## src/rtl/lau_pkg.sv

```systemverilog
// Shared definitions for the lau arithmetic units: adder/prefix speed grades
// and the requester-index width helper used by shared (arbitrated) units.
package lau_pkg;

   typedef enum logic [1:0] {
      SLOW   = 2'd0,
      MEDIUM = 2'd1,
      FAST   = 2'd2
   } speed_e;

   // Block size of the bypass structure used by the MEDIUM grade.
   localparam int NegBlk = 4;

   function automatic int idx_width(int n);
      return (n <= 1) ? 1 : $clog2(n);
   endfunction

endpackage

```

## src/rtl/Neg.sv

```systemverilog
// Two's-complement negator: z = -a mod 2^width. Bit i of -a is a[i] xor
// (any lower bit of a set), so the datapath is a prefix-OR whose shape follows speed.
module Neg import lau_pkg::*; #(
   parameter int     width = 8,
   parameter speed_e speed = FAST
) (
   input  logic [width-1:0] a_i,
   output logic [width-1:0] z_o
);

   logic [width-1:0] pre;

   if (speed == SLOW) begin : g_slow
      logic run;
      always_comb begin
         run = 1'b0;
         pre = '0;
         for (int i = 0; i < width; i++) begin
            pre[i] = run;
            run    = run | a_i[i];
         end
      end
   end else if (speed == MEDIUM) begin : g_medium
      // Ripple inside each block, block-level OR forwarded to the next block.
      logic run;
      logic blk_in;
      logic blk_acc;
      always_comb begin
         run     = 1'b0;
         blk_in  = 1'b0;
         blk_acc = 1'b0;
         pre     = '0;
         for (int i = 0; i < width; i++) begin
            if (i % NegBlk == 0) begin
               run     = blk_in;
               blk_acc = 1'b0;
            end
            pre[i]  = run;
            run     = run | a_i[i];
            blk_acc = blk_acc | a_i[i];
            if ((i % NegBlk == NegBlk - 1) || (i == width - 1)) begin
               blk_in = blk_in | blk_acc;
            end
         end
      end
   end else begin : g_fast
      // Kogge-Stone prefix OR: log2(width) levels of doubling span.
      localparam int Levels = $clog2(width);
      logic [width-1:0] lvl [Levels+1];
      always_comb begin
         lvl[0] = a_i;
         for (int k = 1; k <= Levels; k++) begin
            lvl[k] = lvl[k-1] | (lvl[k-1] << (1 << (k - 1)));
         end
      end
      assign pre = lvl[Levels] << 1;
   end

   assign z_o = a_i ^ pre;

endmodule

```

## src/rtl/rr_arbiter.sv

```systemverilog
// Round-robin arbiter: scans requests upward from a priority pointer with
// wrap-around; the pointer moves past the winner only when en_i (handshake) is set.
module rr_arbiter import lau_pkg::*; #(
   parameter  int NumReq  = 4,
   localparam int IdWidth = idx_width(NumReq)
) (
   input  logic               clk_i,
   input  logic               rst_ni,
   input  logic [NumReq-1:0]  req_i,
   input  logic               en_i,
   output logic [NumReq-1:0]  gnt_o,
   output logic [IdWidth-1:0] idx_o
);

   logic [IdWidth-1:0] ptr_q;
   logic [IdWidth-1:0] ptr_d;
   logic               found;
   int                 j;

   always_comb begin
      gnt_o = '0;
      idx_o = '0;
      found = 1'b0;
      j     = 0;
      for (int k = 0; k < NumReq; k++) begin
         j = int'(ptr_q) + k;
         if (j >= NumReq) j = j - NumReq;
         if (!found && req_i[j]) begin
            found    = 1'b1;
            gnt_o[j] = 1'b1;
            idx_o    = IdWidth'(j);
         end
      end
   end

   always_comb begin
      ptr_d = ptr_q;
      if (en_i) begin
         ptr_d = (idx_o == IdWidth'(NumReq - 1)) ? '0 : idx_o + IdWidth'(1);
      end
   end

   always_ff @(posedge clk_i) begin
      if (!rst_ni) begin
         ptr_q <= '0;
      end else begin
         ptr_q <= ptr_d;
      end
   end

endmodule

```

## src/rtl/neg_arbiter.sv

```systemverilog
// Shared negation unit: round-robin arbitration of NumReq requesters onto one
// Neg instance, result registered with requester ID and overflow flag.
module neg_arbiter import lau_pkg::*; #(
   parameter  int     width   = 8,
   parameter  speed_e speed   = FAST,
   parameter  int     NumReq  = 4,
   localparam int     IdWidth = idx_width(NumReq)
) (
   input  logic                    clk_i,
   input  logic                    rst_ni,
   input  logic [NumReq-1:0]       req_valid_i,
   output logic [NumReq-1:0]       req_ready_o,
   input  logic [NumReq*width-1:0] req_op_i,
   output logic                    rsp_valid_o,
   input  logic                    rsp_ready_i,
   output logic [width-1:0]        rsp_z_o,
   output logic [IdWidth-1:0]      rsp_id_o,
   output logic                    rsp_ovf_o
);

   // Handshakes: a request completes on req_valid_i[i] & req_ready_o[i], a
   // response on rsp_valid_o & rsp_ready_i. Ready may look at valid, never the reverse.

   localparam logic [width-1:0] MinVal = {1'b1, {(width-1){1'b0}}};

   logic [NumReq-1:0]  gnt;
   logic [IdWidth-1:0] gnt_idx;
   logic               can_accept;
   logic               req_fire;
   logic [width-1:0]   op_sel;
   logic [width-1:0]   neg_z;

   logic               rsp_valid_q, rsp_valid_d;
   logic [width-1:0]   rsp_z_q,     rsp_z_d;
   logic [IdWidth-1:0] rsp_id_q,    rsp_id_d;
   logic               rsp_ovf_q,   rsp_ovf_d;

   rr_arbiter #(.NumReq(NumReq)) u_arb (
      .clk_i  (clk_i),
      .rst_ni (rst_ni),
      .req_i  (req_valid_i),
      .en_i   (req_fire),
      .gnt_o  (gnt),
      .idx_o  (gnt_idx)
   );

   assign can_accept  = !rsp_valid_q || rsp_ready_i;
   assign req_ready_o = gnt & {NumReq{can_accept & rst_ni}};
   assign req_fire    = |req_ready_o;

   always_comb begin
      op_sel = '0;
      for (int i = 0; i < NumReq; i++) begin
         if (gnt[i]) op_sel = op_sel | req_op_i[i*width +: width];
      end
   end

   Neg #(.width(width), .speed(speed)) u_neg (
      .a_i (op_sel),
      .z_o (neg_z)
   );

   // A new result overrides a drain in the same cycle, so valid stays high.
   always_comb begin
      rsp_valid_d = rsp_valid_q;
      rsp_z_d     = rsp_z_q;
      rsp_id_d    = rsp_id_q;
      rsp_ovf_d   = rsp_ovf_q;
      if (req_fire) begin
         rsp_valid_d = 1'b1;
         rsp_z_d     = neg_z;
         rsp_id_d    = gnt_idx;
         rsp_ovf_d   = (op_sel == MinVal);
      end else if (rsp_valid_q && rsp_ready_i) begin
         rsp_valid_d = 1'b0;
      end
   end

   always_ff @(posedge clk_i) begin
      if (!rst_ni) begin
         rsp_valid_q <= 1'b0;
         rsp_z_q     <= '0;
         rsp_id_q    <= '0;
         rsp_ovf_q   <= 1'b0;
      end else begin
         rsp_valid_q <= rsp_valid_d;
         rsp_z_q     <= rsp_z_d;
         rsp_id_q    <= rsp_id_d;
         rsp_ovf_q   <= rsp_ovf_d;
      end
   end

   assign rsp_valid_o = rsp_valid_q;
   assign rsp_z_o     = rsp_z_q;
   assign rsp_id_o    = rsp_id_q;
   assign rsp_ovf_o   = rsp_ovf_q;

endmodule

```

## config.mk

```make
export PLATFORM = sky130hd
export DESIGN_NAME = neg_arbiter
export DESIGN_NICKNAME = d
export VERILOG_FILES = /design/src/rtl/lau_pkg.sv /design/src/rtl/Neg.sv /design/src/rtl/rr_arbiter.sv /design/src/rtl/neg_arbiter.sv
export SDC_FILE = /design/constraint.sdc
export NUM_CORES = 1
export LEC_CHECK = 0
export ABC_AREA = 1
export CORE_MARGIN = 2
export CORE_UTILIZATION = 45
export DETAILED_ROUTE_END_ITERATION = 8
export GPL_ROUTABILITY_DRIVEN = 0
export GPL_TIMING_DRIVEN = 0
export PLACE_DENSITY = 0.85
export SLEW_MARGIN = 20
export SYNTH_ARGS = -nofsm -noshare
export SYNTH_HDL_FRONTEND = slang
export SYNTH_SLANG_ARGS = --single-unit
```

## constraint.sdc

```tcl
create_clock -name clk_i -period 3.4 [get_ports clk_i]
set_input_delay 1.02 -clock clk_i [delete_from_list [all_inputs] [get_ports clk_i]]
set_output_delay 1.02 -clock clk_i [all_outputs]
set_load 0.005 [all_outputs]
```

Yosys cells after proc, flatten, opt, wreduce, memory -nomap -nowiden --
Cells that the tools add are included.
Storage, ports and cells: output and inout bits 16, bits in registers 14, logic and storage cells 96, bits of input ports 39
Operators by class: eq/ne operators 2, magnitude comparators 12, bitwise operators 12, reductions and logical operators 15, muxes and demuxes 42, add/sub/neg operators 8
Operator list (number):
- $ge A32 B1 Y1 const B | 4
- $lt A32 B4 Y1 const B | 4
- $mux W32 | 4
- $ge A32 B4 Y1 const B | 3
- $sub A32 B4 Y32 const B | 3
- $mux W8 | 4
- $or A8 B8 Y8 | 3
- $or A7 B7 Y7 | 3
- $mux W1 | 17
- $mux W4 | 4
- $or A4 B4 Y4 | 3
- $mux W2 | 5
- $bmux W1 S2 | 4
- $demux W1 S2 | 4
- $eq A8 B8 Y1 const B | 1
- $logic_and A1 B1 Y1 | 8
- $xor A8 B8 Y8 | 1
- $add A2 B2 Y3 const B | 2
- $and A4 B4 Y4 | 1
- $logic_not A1 Y1 | 4
- $reduce_or A4 Y1 | 1
- $sub A2 B3 Y4 const B | 1
- $add A2 B1 Y3 const B | 1
- $ge A2 B3 Y1 const B | 1
- 5 further kinds | 5

Longest topological paths before layout --
Gate-level depths: netlist of run 1.
depth after elaboration 26, gate-level depth with buffers 21

Hierarchy --
A second synthesis of run 1 with hierarchy kept.
Second synthesis, totals: cells, all modules 262, area total of the unflattened synthesis 1585.3 um^2
Modules (own cells, without submodules):
- neg_arbiter | area each 854.6 um^2, sequential area each 240.2 um^2, cells an instance 143, times used 1
- rr_arbiter | area each 561.8 um^2, sequential area each 40.0 um^2, cells an instance 87, times used 1
- Neg | area each 168.9 um^2, sequential area each 0.0 um^2, cells an instance 32, times used 1

Worst setup path before layout of run 1 --
No wires, ideal clock.
path type input to output, start input req_valid_i[0], end output req_ready_o[2], path buffers 0, path slack 467 ps, data required time 2380 ps, cell stages on the path 9, data arrival time 1913 ps, path through inv_1 -> nand2_4 -> nand3_2 -> nand2_4 -> nor2_4 -> nand4_1 -> nand3_4 -> nand2_1 -> inv_1
On the way: longest elaborated chain between the ends 14, elaborated cells between the ends (all ways) 29, those cells by class 19 x mux; 4 x bitwise; 6 x reduce/logical
RTL lines:
- start: declaration | line neg_arbiter.sv:11 | input logic [NumReq-1:0] req_valid_i,
- $bmux W1 S2 | line rr_arbiter.sv:28 | if (!found && req_i[j]) begin
- $mux W1 (implied by the code) (2 in a row) | line rr_arbiter.sv:28
- $mux W1 | line rr_arbiter.sv:28
- $logic_not A1 Y1 | line rr_arbiter.sv:28
- $logic_and A1 B1 Y1 | line rr_arbiter.sv:28
- $mux W1 | line rr_arbiter.sv:28
- $logic_not A1 Y1 | line rr_arbiter.sv:28
- $logic_and A1 B1 Y1 | line rr_arbiter.sv:28
- $mux W1 | line rr_arbiter.sv:28
- $logic_not A1 Y1 | line rr_arbiter.sv:28
- $logic_and A1 B1 Y1 | line rr_arbiter.sv:28
- $mux W4 (*) | line rr_arbiter.sv:28
- $and A4 B4 Y4 (*) | line neg_arbiter.sv:48 | assign req_ready_o = gnt & {NumReq{can_accept & rst_ni}};
- end: declaration | line neg_arbiter.sv:12 | output logic [NumReq-1:0] req_ready_o,
Mark *: on every way between the ends. The rest lies on a longest branch, timed or not. The select of a mux whose other input is x is not followed.

Final worst setup path of run 1 --
start input req_valid_i[3], end output req_ready_o[0]
The elaborated chain is that of the path after synthesis.

==> results.ini, run 1 <==
[status]
run_status = complete, no violations

[yosys]
syn_avg_cell_area_um2 = 6.44
yosys.area_share.simple_pct = 52.4
synth-edff-count = 0
synth_compound_area_share_pct = 14.0
synth_area_in_adders_pct = 5.07
synth-seq-cells = 14
post_synth_top_area_cell = nand2_1
ys_top_cells_by_area = nand2_1 21%, dfxtp_1 19%, nand3_4 5.9%
synth.most_common_cell = nand2_1
ys.warnings.count = 0
synth_xor_xnor_area_share_pct = 0.592
ys.flop_type = dfxtp_1
synthArstFlopShare_pct = 0
synth_cell_area_mm2 = 0.00148
sequential_to_total_area_share_from_yosys_stat_pct = 18.9
synth_common_cells = 82 x nand2_1, 22 x nor2_1, 20 x inv_1
dominant_combinational_cell_family_by_area_after_synthesis = simple AND/OR/NAND/NOR gates
muxShareOfSynthArea_pct = 0
synth.lib_cells_used.distinct = 31
syn_inst = 230
synth_nets = 275
post-synth-top-area-fraction_pct = 20.8

[detailed_routing]
route.detailed.wl_per_inst_um = 13.4
totalWireLength_um = 4900
total_iterations_of_the_first_detailed_routing_run = 4
vias = 1822
drt_first_iter_violations = 67
drtAntennaViolNets = 0
vias_per_cell = 4.96
remaining_drc_errors = 0

[clocking]
inserted_clock_buffers = 3
cts_buffer_depth = 2
buffer_cell_driving_the_clock_tree_root = clkbuf_4
tritoncts_sink_count = 14
worstSkewPairLatency_ns = 0.27
clk_pin_slew_worst_paths_ns = 0.08
cts_hold_buffers = 0
clock_tree.htree_level_count = 1
tritoncts = built

[sta]
final.setup_skew_ns = 0.00242
setup_violations = 0
finalCritPeriodShare_pct = 98.6
max_slew_margin_pct = 73.3
report.final.hold_viol_count = 0
max_freq_mhz = 298
final_max_slew_viol_count = 0
final_period_minus_worst_setup_slack_ns = 3.35
slew_of_the_pin_with_the_lowest_slew_margin_ns = 0.401
final.hold.worst_slack_ns = 0.472

[critical_path]
r2r-start = u_arb.ptr_q[0]
worst-path-max-fanout = 3
timing.critical_path.to = req_ready_o[0]
setup.worst_path.start_class = input port
timing.critical_path.from = req_valid_i[3]
critPathArrivalTime_ns = 2.33
worst_r2r_path_depth = 24
cp_required_ns = 2.38
path_class = in2out
reg2reg_slack_ns = 0.33
timing.rr.end = rsp_z_o[7]
endpoint_kind_of_the_worst_setup_timing_path = output port

[power]
leakagePower_nw = 1.21
peak_supply_drop_uv = 581
power_per_cell_area_mw_per_mm2 = 1020
p_total_mw = 2.52

[global_routing]
gr-usage-all-layers_pct = 24.2
globalRouteOverflowTotal = 0
initial_antenna_violation_count = 0
number_of_global_route_vias_before_repair = 1592
largest_net_degree_at_the_start_of_global_routing = 11
grt_pass1_wl_um = 6950

[final_layout]
num-nets-final = 369
diodes = 0
layout-drive-gt1-share_pct = 33.1
final_core_util_pct = 79.6
area_growth_syn_to_layout_pct = 66.9
filler_cell_count = 228

[floorplan]
fp.dieArea_mm2 = 0.00376
core_mm2 = 0.00310
die-height_um = 61.4
boundaryPins = 55
die_width_um = 61.4
initial_utilization_pct = 47.7
placement_rows = 20

[job]
max_cap_viol = 0

[placement]
port_buffers = 54
place.detailed.hpwl_um = 3150

[min_path]
holdCritPathClass = reg2reg

worst max-delay path, cell delays in order:
cell	delay [ns]
clkbuf_2	0.10
inv_2	0.04
nand2_4	0.06
nand3_4	0.09
buf_4	0.15
buf_4	0.13
a21boi_1	0.25
a21oi_4	0.06
nand3_4	0.08
nand2_2	0.08
inv_1	0.07
clkdlybuf4s15_1	0.20
sequential cells by signal (all words and copies together), names as in the netlist:
register	cells
rsp_valid_o	1
rsp_z_o	8
rsp_id_o	2
rsp_ovf_o	1
u_arb.ptr_q	2
layout by cell type (no fill, tap or decap), types with 6 or more instances in the layout:
master and n:
nand3_1 12, buf_4 31, inv_2 11, nand4_1 7
nor2_1 20, o21ai_0 8, clkdlybuf4s50_1 45, nand2_1 72
dfxtp_1 12, nand2_2 14, inv_1 14, a21oi_1 7
nand3_4 6
worst min-delay path by stage:
stage / from / slack, ns / end / cells after the start
3_5_place_dp: rsp_id_o[0] / 0.46 / rsp_id_o[0] / 2
4_1_cts: rsp_ovf_o / 0.48 / rsp_ovf_o / 2
2_1_floorplan: rsp_id_o[0] / 0.46 / rsp_id_o[0] / 2
6_report: rsp_ovf_o / 0.47 / rsp_ovf_o / 2
3_3_place_gp: rsp_ovf_o / 0.46 / rsp_ovf_o / 2
5_1_grt: rsp_ovf_o / 0.50 / rsp_ovf_o / 2
kinds of logic (layout without fill, tap and decap cells):
family / Yosys count / in the layout
AND/OR/NAND/NOR: 149 / 149
flip-flops: 14 / 14
AO/OA/AOI/OAI: 30 / 30
adder cells (fa/ha/maj): 6 / 6
XOR/XNOR: 1 / 1
buffers and inverters: 30 / 123
layout make-up:
| cell class | count | area (um2) | share of cell area, % |
|---|---|---|---|
| plain buffers | 3 | 33.8 | 1.37 |
| clock buffers | 4 | 36.3 | 1.47 |
| inverters | 27 | 111 | 4.51 |
| multi-input cells | 186 | 1160 | 46.8 |
| flip-flops and latches | 14 | 283 | 11.4 |
| well taps | 44 | 55.1 | 2.23 |
| repair buffers | 89 | 796 | 32.2 |
routing by layer:
metal  global-route usage [%]  vias up  share of wire (%)
met3                     1.89        6                4.6
met1                     30.4      843                 43
met4                     5.78        0                1.0
met2                     44.8       47                 51
met5                        0        -                  0
li1                         -      926                  -
metrics by stage:
step           instances  TNS [ns]  worst slack (ns)  cell area, um2
2_1_floorplan        230         0             0.467            1480
3_3_place_gp         328     -2.34            -0.597            2080
3_5_place_dp         328     -2.53            -0.631            2080
4_1_cts              359         0           0.00359            2370
5_1_grt              367   -0.0127           -0.0127            2470
6_report             367         0            0.0489            2470
report_power, final:
part | internal [mW] | switching [mW] | total, mW
clock | 0.0650 | 0.0534 | 0.118
sequential | 0.228 | 0.0412 | 0.269
combinational | 0.945 | 1.19 | 2.13
total | 1.24 | 1.28 | 2.52
what timing repair did:
item	CTS	global route
endpoints found under the setup margin	4	17
hold endpoints to repair	0	0
pin swaps	14	13
setup buffers	28	8
gates resized for setup	36	26
cloned	0	1
(Power assumes the default switching activity.)
==> run 2: changes to the inputs <==
CAP_MARGIN = 20   (was not set)
==> results of run 2 <==
No change in the layout: final DEF, timing and power equal those of run 1.
